`config.mk`:
```
export PLATFORM = sky130hd
export DESIGN_NAME = poly_sched
export DESIGN_NICKNAME = d
export VERILOG_FILES = /design/src/rtl/poly_pkg.sv /design/src/rtl/poly_wdog.sv /design/src/rtl/poly_sched.sv
export SDC_FILE = /design/constraint.sdc
export NUM_CORES = 1
export LEC_CHECK = 0
export ABC_CLOCK_PERIOD_IN_PS = 3300
export BUFFER_PORTS_ARGS = -buffer_cell sky130_fd_sc_hd__clkbuf_2
export CORE_MARGIN = 2
export CORE_UTILIZATION = 35
export CTS_CLUSTER_DIAMETER = 120
export DETAILED_ROUTE_END_ITERATION = 10
export PLACE_DENSITY_LB_ADDON = 0.08
export REMOVE_ABC_BUFFERS = 1
export SYNTH_ARGS = -nofsm -noshare
export SYNTH_HDL_FRONTEND = slang
export SYNTH_HIERARCHICAL = 1
export SYNTH_SLANG_ARGS = --single-unit
export TNS_END_PERCENT = 10
```
`constraint.sdc`:
```
create_clock -name clk -period 3.3 [get_ports clk]
set_input_delay 0.165 -clock clk [delete_from_list [all_inputs] [get_ports clk]]
set_output_delay 0.165 -clock clk [all_outputs]
set_load 0.005 [all_outputs]
```
`src/rtl/poly_pkg.sv`:
```
// Shared types for the polyphony scheduler: FSM state encoding and a small
// width helper used by the watchdog counter.
package poly_pkg;

  typedef enum logic [1:0] {
    START_DIV = 2'd0,
    DONE_DIV  = 2'd1,
    HOLD_SAMP = 2'd2
  } poly_state_t;

  // Counter width able to hold 0..limit-1 (at least one bit).
  function automatic int cnt_width(input int limit);
    return (limit > 1) ? $clog2(limit) : 1;
  endfunction

endpackage

```
`src/rtl/poly_wdog.sv`:
```
// Divider watchdog: counts cycles a voice has waited for ready and flags
// expiry on the last permitted cycle. TIMEOUT=0 disables expiry entirely.
module poly_wdog
  import poly_pkg::*;
#(
  parameter int TIMEOUT = 64
) (
  input  logic clk,
  input  logic rst,
  input  logic clear,
  input  logic enable,
  output logic expire
);

  localparam int CW = cnt_width(TIMEOUT);

  logic [CW-1:0] wcnt;

  always_ff @(posedge clk or posedge rst) begin
    if (rst) begin
      wcnt <= '0;
    end else if (clear) begin
      wcnt <= '0;
    end else if (enable) begin
      wcnt <= wcnt + CW'(1);
    end
  end

  generate
    if (TIMEOUT == 0) begin : g_off
      assign expire = 1'b0;
    end else begin : g_on
      assign expire = enable && (wcnt == CW'(TIMEOUT - 1));
    end
  endgenerate

endmodule

```
`src/rtl/poly_sched.sv`:
```
// Polyphony scheduler: walks N voices through one shared divider, skips
// masked voices, abandons stalled divisions and holds the sample for the strobe.
module poly_sched
  import poly_pkg::*;
#(
  parameter int N       = 10,
  parameter int TIMEOUT = 64,
  parameter int OSC_W   = $clog2(N + 1)
) (
  input  logic             clk,
  input  logic             rst,
  input  logic             ready,
  input  logic             samp_enable,
  input  logic [N-1:0]     osc_en,
  output logic             start,
  output logic             acc,
  output logic             store_samp,
  output logic             clr,
  output logic [OSC_W-1:0] osc_num,
  output logic             busy,
  output logic             div_timeout,
  output logic             overrun
);

  localparam int PW = 1 << OSC_W;

  poly_state_t      state, state_d;
  logic [OSC_W-1:0] osc_d;
  logic [N-1:0]     en_q, en_d;
  logic [PW-1:0]    en_pad;
  logic             voice_en;
  logic             advance;
  logic             wd_en;
  logic             wd_expire;

  // Zero-padded mask so osc_num (which reaches N in HOLD_SAMP) indexes safely.
  assign en_pad   = PW'(en_q);
  assign voice_en = en_pad[osc_num];
  assign wd_en    = (state == START_DIV) && voice_en && !ready;

  poly_wdog #(
    .TIMEOUT(TIMEOUT)
  ) u_wdog (
    .clk   (clk),
    .rst   (rst),
    .clear (advance),
    .enable(wd_en),
    .expire(wd_expire)
  );

  always_ff @(posedge clk or posedge rst) begin
    if (rst) begin
      state   <= START_DIV;
      osc_num <= '0;
      en_q    <= '1;
    end else begin
      state   <= state_d;
      osc_num <= osc_d;
      en_q    <= en_d;
    end
  end

  always_comb begin
    state_d     = state;
    osc_d       = osc_num;
    en_d        = en_q;
    advance     = 1'b0;
    start       = 1'b0;
    acc         = 1'b0;
    store_samp  = 1'b0;
    clr         = 1'b0;
    div_timeout = 1'b0;
    busy        = (state != HOLD_SAMP);
    overrun     = samp_enable && (state != HOLD_SAMP);

    case (state)
      START_DIV: begin
        if (voice_en) begin
          start = 1'b1;
          // ready takes priority over a coincident watchdog expiry
          if (ready) begin
            state_d = DONE_DIV;
          end else if (wd_expire) begin
            div_timeout = 1'b1;
            advance     = 1'b1;
          end
        end else begin
          advance = 1'b1;
        end
      end
      DONE_DIV: begin
        acc     = 1'b1;
        advance = 1'b1;
      end
      HOLD_SAMP: begin
        store_samp = samp_enable;
        clr        = samp_enable;
        if (samp_enable) begin
          state_d = START_DIV;
          osc_d   = '0;
          en_d    = osc_en;
        end
      end
      default: begin
        state_d = START_DIV;
        osc_d   = '0;
      end
    endcase

    if (advance) begin
      osc_d   = osc_num + OSC_W'(1);
      state_d = (osc_num == OSC_W'(N - 1)) ? HOLD_SAMP : START_DIV;
    end
  end

endmodule

```
==> metrics.yaml, run 1 <==
floorplan:
  die_h_um: 62.58
  die_w_um: 62.58
  die_area_um2: 3916
  io_pins: 25
  coreArea_um2: 3311
  initial_core_util_pct: 36.28
  fp-row-count: 21
logic_synthesis:
  synth.most_common_cell: "nand2_1"
  async_flop_share_pct: 100.0
  ys_ff_latch: 22
  synth-edff-count: 0
  syn_area_per_cell_um2: 9.384
  yosysUniqueCellTypes: 36
  synth_top_area_share_pct: 25.00
  synthFlopType: "dfrtp_1"
  synthTopCellsByCount: "33 x nand2_1, 14 x nor2_1, 12 x dfrtp_1"
  syn_inst: 128
  synth_top_cell_by_area: "dfrtp_1"
  yosysWarnings: 6
  synthTopCellsByArea: "dfrtp_1 25%, dfstp_2 22%, nand2_1 10%, nor2_1 4.4%, mux2i_1 3.3%"
  syn_area_um2: 1201
  ys_seq_area_share_pct: 46.87
timing:
  slew_viol_final: 0
  finalSetupTns_ns: 0
  setup_viol: 0
  skew_ns: 0.006979
  max_slew_margin_pct: 57.49
  hold_violations: 0
  worst-slew-pin-transition_ns: 0.6370
  fin_ws_ns: 0.2878
  rsz0062_at_grt: "no"
  max_freq_mhz: 332.0
  period_minus_slack_ns: 3.012
  whs_ns: 0.01827
  min_period_over_period_pct: 91.28
cts:
  cts_tree: "done"
  cts.sink_count: 22
  htreeDepth: 1
  cts.path.max_buffers: 2
  clock_latency_ns: 0.30
  cts_inserted_buffers: 3
  cts-root-buf: "clkbuf_4"
  postCtsSetupRepairBufs: 0
  clk_pin_slew_ns: 0.12
hold_path:
  hold_path_class: "in2reg"
layout:
  final_util_pct: 45.16
  fill_cells: 346
  syn_to_final_growth_pct: 24.48
  regArea_um2: 564.3
  layout.nets: 182
  final_area_um2: 1495
  antenna_cells: 0
  drive_gt1_share_pct: 29.88
  multi_input_area_um2: 576.8
route:
  post-route-drc-count: 0
  firstDrtPassIters: 4
  ant_nets: 0
  viasPerCell: 4.710
  drt_iter0_markers: 39
  wl_per_cell_um: 11.66
  wirelength_mm: 2.449
  num_vias: 989
place:
  dp_hpwl_mm: 1.835
  placed_area_um2: 1378
  gp_congestion: 0.8224
  dp_worst_setup_slack_ns: 0.2623
  io_buffers: 24
outcome:
  outcome: "finished, final reports clean"
setup_path:
  critPathMaxFanout: 9
  critPathMaxStageDelay_ns: 0.51
  crit_path_top_delay_cell: "dfrtp_1"
  crit_buf_inv: 0
  start_kind: "register"
  cp-end-kind: "register"
  path_class: "reg2reg"
  path_cells: "nor2b_1 -> a221oi_2 -> a21oi_1 -> or3_1 -> nor2_1 -> nand3_1 -> nor2_1 -> or2b_1 -> o211a_1 -> a221oi_4 -> nor3b_2 -> a211o_1"
  cp.required_ns: 3.55
  cp_data_arrival_time_ns: 3.26
  crit_family: "simple AND/OR/NAND/NOR gates"
  crit_top_cell: "nor2_1"
global_routing:
  grt_use_total_pct: 14.21
  grt_pass1_vias: 987
  grt_overflow: 0
  grt_antenna_before_repair: 0
  grt_pass1_wl_mm: 4.388
  grt_max_degree: 17
power_and_ir_drop:
  vdd_drop_max_mv: 0.3078
  cellPowerDensity_nw_per_um2: 826.6
  power_leakage_nw: 0.7438
run:
  cap_violations: 0
-- worst register-to-register path: stages (launching register included) --
cell and delay (ns):
dfrtp_1 0.51, nor2b_1 0.19, a221oi_2 0.29, a21oi_1 0.11, or3_1 0.37, nor2_1 0.14, nand3_1 0.09, nor2_1 0.12
or2b_1 0.26, o211a_1 0.16, a221oi_4 0.38, nor3b_2 0.23, a211o_1 0.11
-- power by group --
| group | total [mW] | internal (mW) | leakage, nW | switching [mW] |
|---|---|---|---|---|
| Combinational | 0.605 | 0.310 | 0.465 | 0.295 |
| Sequential | 0.503 | 0.400 | 0.264 | 0.103 |
| Clock | 0.128 | 0.0471 | 0.0150 | 0.0805 |
-- metrics by stage --
stage | power, mW | cells
final | 1.236 | 210
after global routing | 1.352 | 210
after CTS | 1.255 | 210
after detailed placement | 1.109 | 197
after global placement | 1.106 | 197
after floorplan | 0.8974 | 123
-- cells in the final DEF (no fill, tap or decap), types with 2 or more instances in the layout --
| cell type | n |
|---|---|
| nand2_1 | 33 |
| clkbuf_2 | 24 |
| nor2_1 | 14 |
| dfrtp_1 | 11 |
| dfstp_2 | 10 |
| dlygate4sd3_1 | 9 |
| inv_1 | 7 |
| nand3_1 | 5 |
| nor2b_1 | 4 |
| mux2i_1 | 4 |
| a21oi_1 | 4 |
| buf_4 | 4 |
| ha_1 | 3 |
| clkbuf_4 | 3 |
| xor2_1 | 3 |
| or3_1 | 2 |
| and2_1 | 2 |
| nand4_1 | 2 |
-- per-layer routing --
layer	wire length [µm]	up-vias	GRT usage, %
li1	-	494	-
met1	1199	468	19.05
met2	1108	25	21.64
met3	119	2	3.604
met4	21	0	6.389
met5	0	-	0
-- cells by family after synthesis --
| kind of cell | count (synthesis) | share of synthesized area, % |
|---|---|---|
| xor+xnor | 4 | 2.917 |
| mux | 6 | 6.146 |
| fa+ha+maj | 3 | 3.125 |
| flops | 22 | 46.87 |
| simple gates | 67 | 25.94 |
| compound gates | 13 | 9.896 |
| buf+inv | 13 | 5.104 |
-- registers in the layout (all words and copies together) (netlist names) --
name	count
en_q	10
u_wdog/wcnt	6
state	2
osc_num	4
-- layout make-up --
class / count / share of cell area, %
timing repair buffer: 37 / 16.07
clock buffer: 4 / 1.757
sequential: 22 / 37.74
tap: 46 / 3.849
multi-input combinational: 93 / 38.58
inverter: 8 / 2.008
-- timing repair --
action                                 CTS  global route
setup endpoints to repair                0             7
endpoints found under the hold margin   20             0
resized for setup                        0             1
hold buffers                             9             0
-- path summary, 6_finish.rpt --
| kind | startpoint | endpoint | slack, ns | cells after the start |
|---|---|---|---|---|
| max | osc_num[1]$_DFFE_PP0P_ | osc_num[3]$_DFFE_PP0P_ | 0.29 | 12 |
| max in group asynchronous | rst | osc_num[0]$_DFFE_PP0P_ | 2.38 | 3 |
| max reg2reg | osc_num[1]$_DFFE_PP0P_ | osc_num[3]$_DFFE_PP0P_ | 0.29 | 12 |
| min in group asynchronous | rst | u_wdog/wcnt[3]$_DFFE_PP0P_ | 0.30 | 3 |
| min | osc_en[3] | en_q[3]$_DFFE_PP1P_ | 0.02 | 3 |
| min reg2reg | en_q[4]$_DFFE_PP1P_ | en_q[4]$_DFFE_PP1P_ | 0.46 | 2 |
(Power assumes the default switching activity.)
==> run 2: changes to the inputs <==
CORE_UTILIZATION = 48   (was 35)
GPL_TIMING_DRIVEN = 0   (was default)
==> run 2 against run 1 <==
Effect of this change:
- first-iteration DRC count shrank 82%
- total power up 7.4%
- critical path type unchanged
- clock power about the same
- non-clock buffer count down 4
- flip-flop and latch count is the same
- largest power group unchanged
- critical path depth unchanged
==> metrics.yaml, run 2 (synthesis gave the netlist of run 1 again) <==
outcome:
  outcome: "finished, final reports clean"
floorplan:
  fp-row-count: 18  # -14%
  io_pins: 25  # unchanged
  die_h_um: 54.03  # -14%
  die_area_um2: 2919  # -25%
  coreArea_um2: 2432  # -27%
  initial_core_util_pct: 49.38  # +13 points
  die_w_um: 54.03  # -14%
setup_path:
  cp.required_ns: 3.55  # about the same
  path_class: "reg2reg"
  cp-end-kind: "register"
  cp_data_arrival_time_ns: 3.35  # +0.09 ns
  critPathMaxFanout: 8  # -1
  start_kind: "register"
route:
  viasPerCell: 5.021  # +6.6%
  wl_met1_mm: 1.086  # -9.4%
  ant_nets: 0  # unchanged
  dr_wl_met3_um: 92  # -23%
  dr_wl_met2_mm: 1.136  # +2.5%
  wl_per_cell_um: 12.36  # +6.0%
  routed.top_layer: "met4"
  num_vias: 954  # -3.5%
  post-route-drc-count: 0  # unchanged
  drt_iter0_markers: 7  # -82%
  wirelength_mm: 2.349  # -4.1%
  firstDrtPassIters: 3  # -1
layout:
  syn_to_final_growth_pct: 21.15
  reg_top3: "en_q x10, u_wdog/wcnt x6, osc_num x4"
  drive_gt1_share_pct: 35.00  # +5.1 points
  antenna_cells: 0  # unchanged
  final_common_cell: "nand2_1"
  largest_reg_flops: 10  # unchanged
  largest-register: "en_q"
  mostFrequentLayoutCells: "33 x nand2_1, 24 x clkbuf_2, 13 x nor2_1"
  layout.nets: 178  # -2.2%
cts:
  clock_latency_ns: 0.30  # about the same
  cts-root-buf: "clkbuf_4"
  cts_tree: "done"
  cts.sink_count: 22  # unchanged
  htreeDepth: 1  # unchanged
  cts_inserted_buffers: 3  # unchanged
  clk_pin_slew_ns: 0.12  # about the same
  cts.path.max_buffers: 2  # unchanged
place:
  gp_congestion: 0.7208  # -12%
  dp_hpwl_mm: 1.702  # -7.3%
  io_buffers: 24  # unchanged
timing:
  max_slew_margin_pct: 57.69  # +0.20 points
  setup_viol: 0  # unchanged
  finalSetupTns_ns: 0  # unchanged
  slew_viol_final: 0  # unchanged
  hold_violations: 0  # unchanged
  skew_ns: 0.005036  # -0.001943 ns
  period_minus_slack_ns: 3.097  # +0.08481 ns
  max_freq_mhz: 322.9  # -2.7%
  worst-slew-pin-transition_ns: 0.6339  # -0.003070 ns
  min_period_over_period_pct: 93.85  # +2.6 points
global_routing:
  grt_overflow: 0  # unchanged
  grt_use_total_pct: 17.43  # +3.2 points
  grt_antenna_before_repair: 0  # unchanged
  grt_max_degree: 17  # unchanged
  grt_pass1_vias: 865  # -12%
  grt_pass1_wl_mm: 3.594  # -18%
power_and_ir_drop:
  power_leakage_nw: 0.7335  # -1.4%
  p_total_mw: 1.327  # +7.4%
  cellPowerDensity_nw_per_um2: 911.9  # +10%
  vdd_drop_max_mv: 0.4931  # +60%
hold_path:
  hold_path_class: "in2reg"
run:
  cap_violations: 0  # unchanged
run 2: power by group:
part | switching (mW) | internal [mW]
logic | 0.338 | 0.365
clock network | 0.0786 | 0.0471
registers | 0.0960 | 0.402
run 2: worst max-delay path: stages (launching register included):
cell and delay (ns):
dfrtp_2 0.51, mux2i_1 0.18, a221oi_4 0.34, a21oi_1 0.09, or3_1 0.41, nor2_4 0.16
nand3_1 0.09, nor2_1 0.12, or2b_1 0.26, o211a_1 0.16, a221oi_4 0.39, nor3b_2 0.23
a211o_1 0.11
run 2: path summary, 6_finish.rpt:
| kind | from | to | slack (ns) | cells past startpoint |
|---|---|---|---|---|
| max | osc_num[0]$_DFFE_PP0P_ | osc_num[3]$_DFFE_PP0P_ | 0.20 | 12 |
| min | osc_en[8] | en_q[8]$_DFFE_PP1P_ | 0.009 | 3 |
| max reg2reg | osc_num[0]$_DFFE_PP0P_ | osc_num[3]$_DFFE_PP0P_ | 0.20 | 12 |
| min reg2reg | en_q[4]$_DFFE_PP1P_ | en_q[4]$_DFFE_PP1P_ | 0.47 | 2 |
| max in group asynchronous | rst | osc_num[1]$_DFFE_PP0P_ | 2.39 | 3 |
| min in group asynchronous | rst | u_wdog/wcnt[1]$_DFFE_PP0P_ | 0.30 | 3 |
run 2: layout make-up:
cell class,instances,area (µm²)
multi-input combinational,93,604.3
clock buffer,4,26.28
timing repair buffer,33,190.2
sequential,22,566.8
tap,30,37.54
inverter,8,30.03
fill,224,977.2
run 2: routing by layer:
layer	up-vias	GRT usage [%]
li1	487	-
met5	-	0
met2	19	28.66
met4	0	7.500
met3	4	3.333
met1	444	22.28
run 2: metrics by stage:
step | area (µm²) | hold WS (ns) | utilization [%] | std cells | worst slack, ns
after CTS | 1399 | 0.001506 | 57.51 | 184 | 0.06070
after floorplan | 1170 | -0.04404 | - | 123 | 0.09935
after global routing | 1455 | 0.008314 | 59.83 | 190 | -0.01411
final | 1455 | 0.009435 | 59.83 | 190 | 0.2030
after detailed placement | 1328 | 0.08592 | 54.58 | 177 | -0.3778
after global placement | 1328 | 0.08086 | 54.58 | 177 | -0.3262
run 2: timing repair:
action | in CTS | in global routing
pin swaps | 1 | 3
hold endpoints to repair | 12 | 0
buffers inserted | 2 | 6
hold buffers | 1 | 0
resized for setup | 4 | 3
endpoints found under the setup margin | 12 | 11
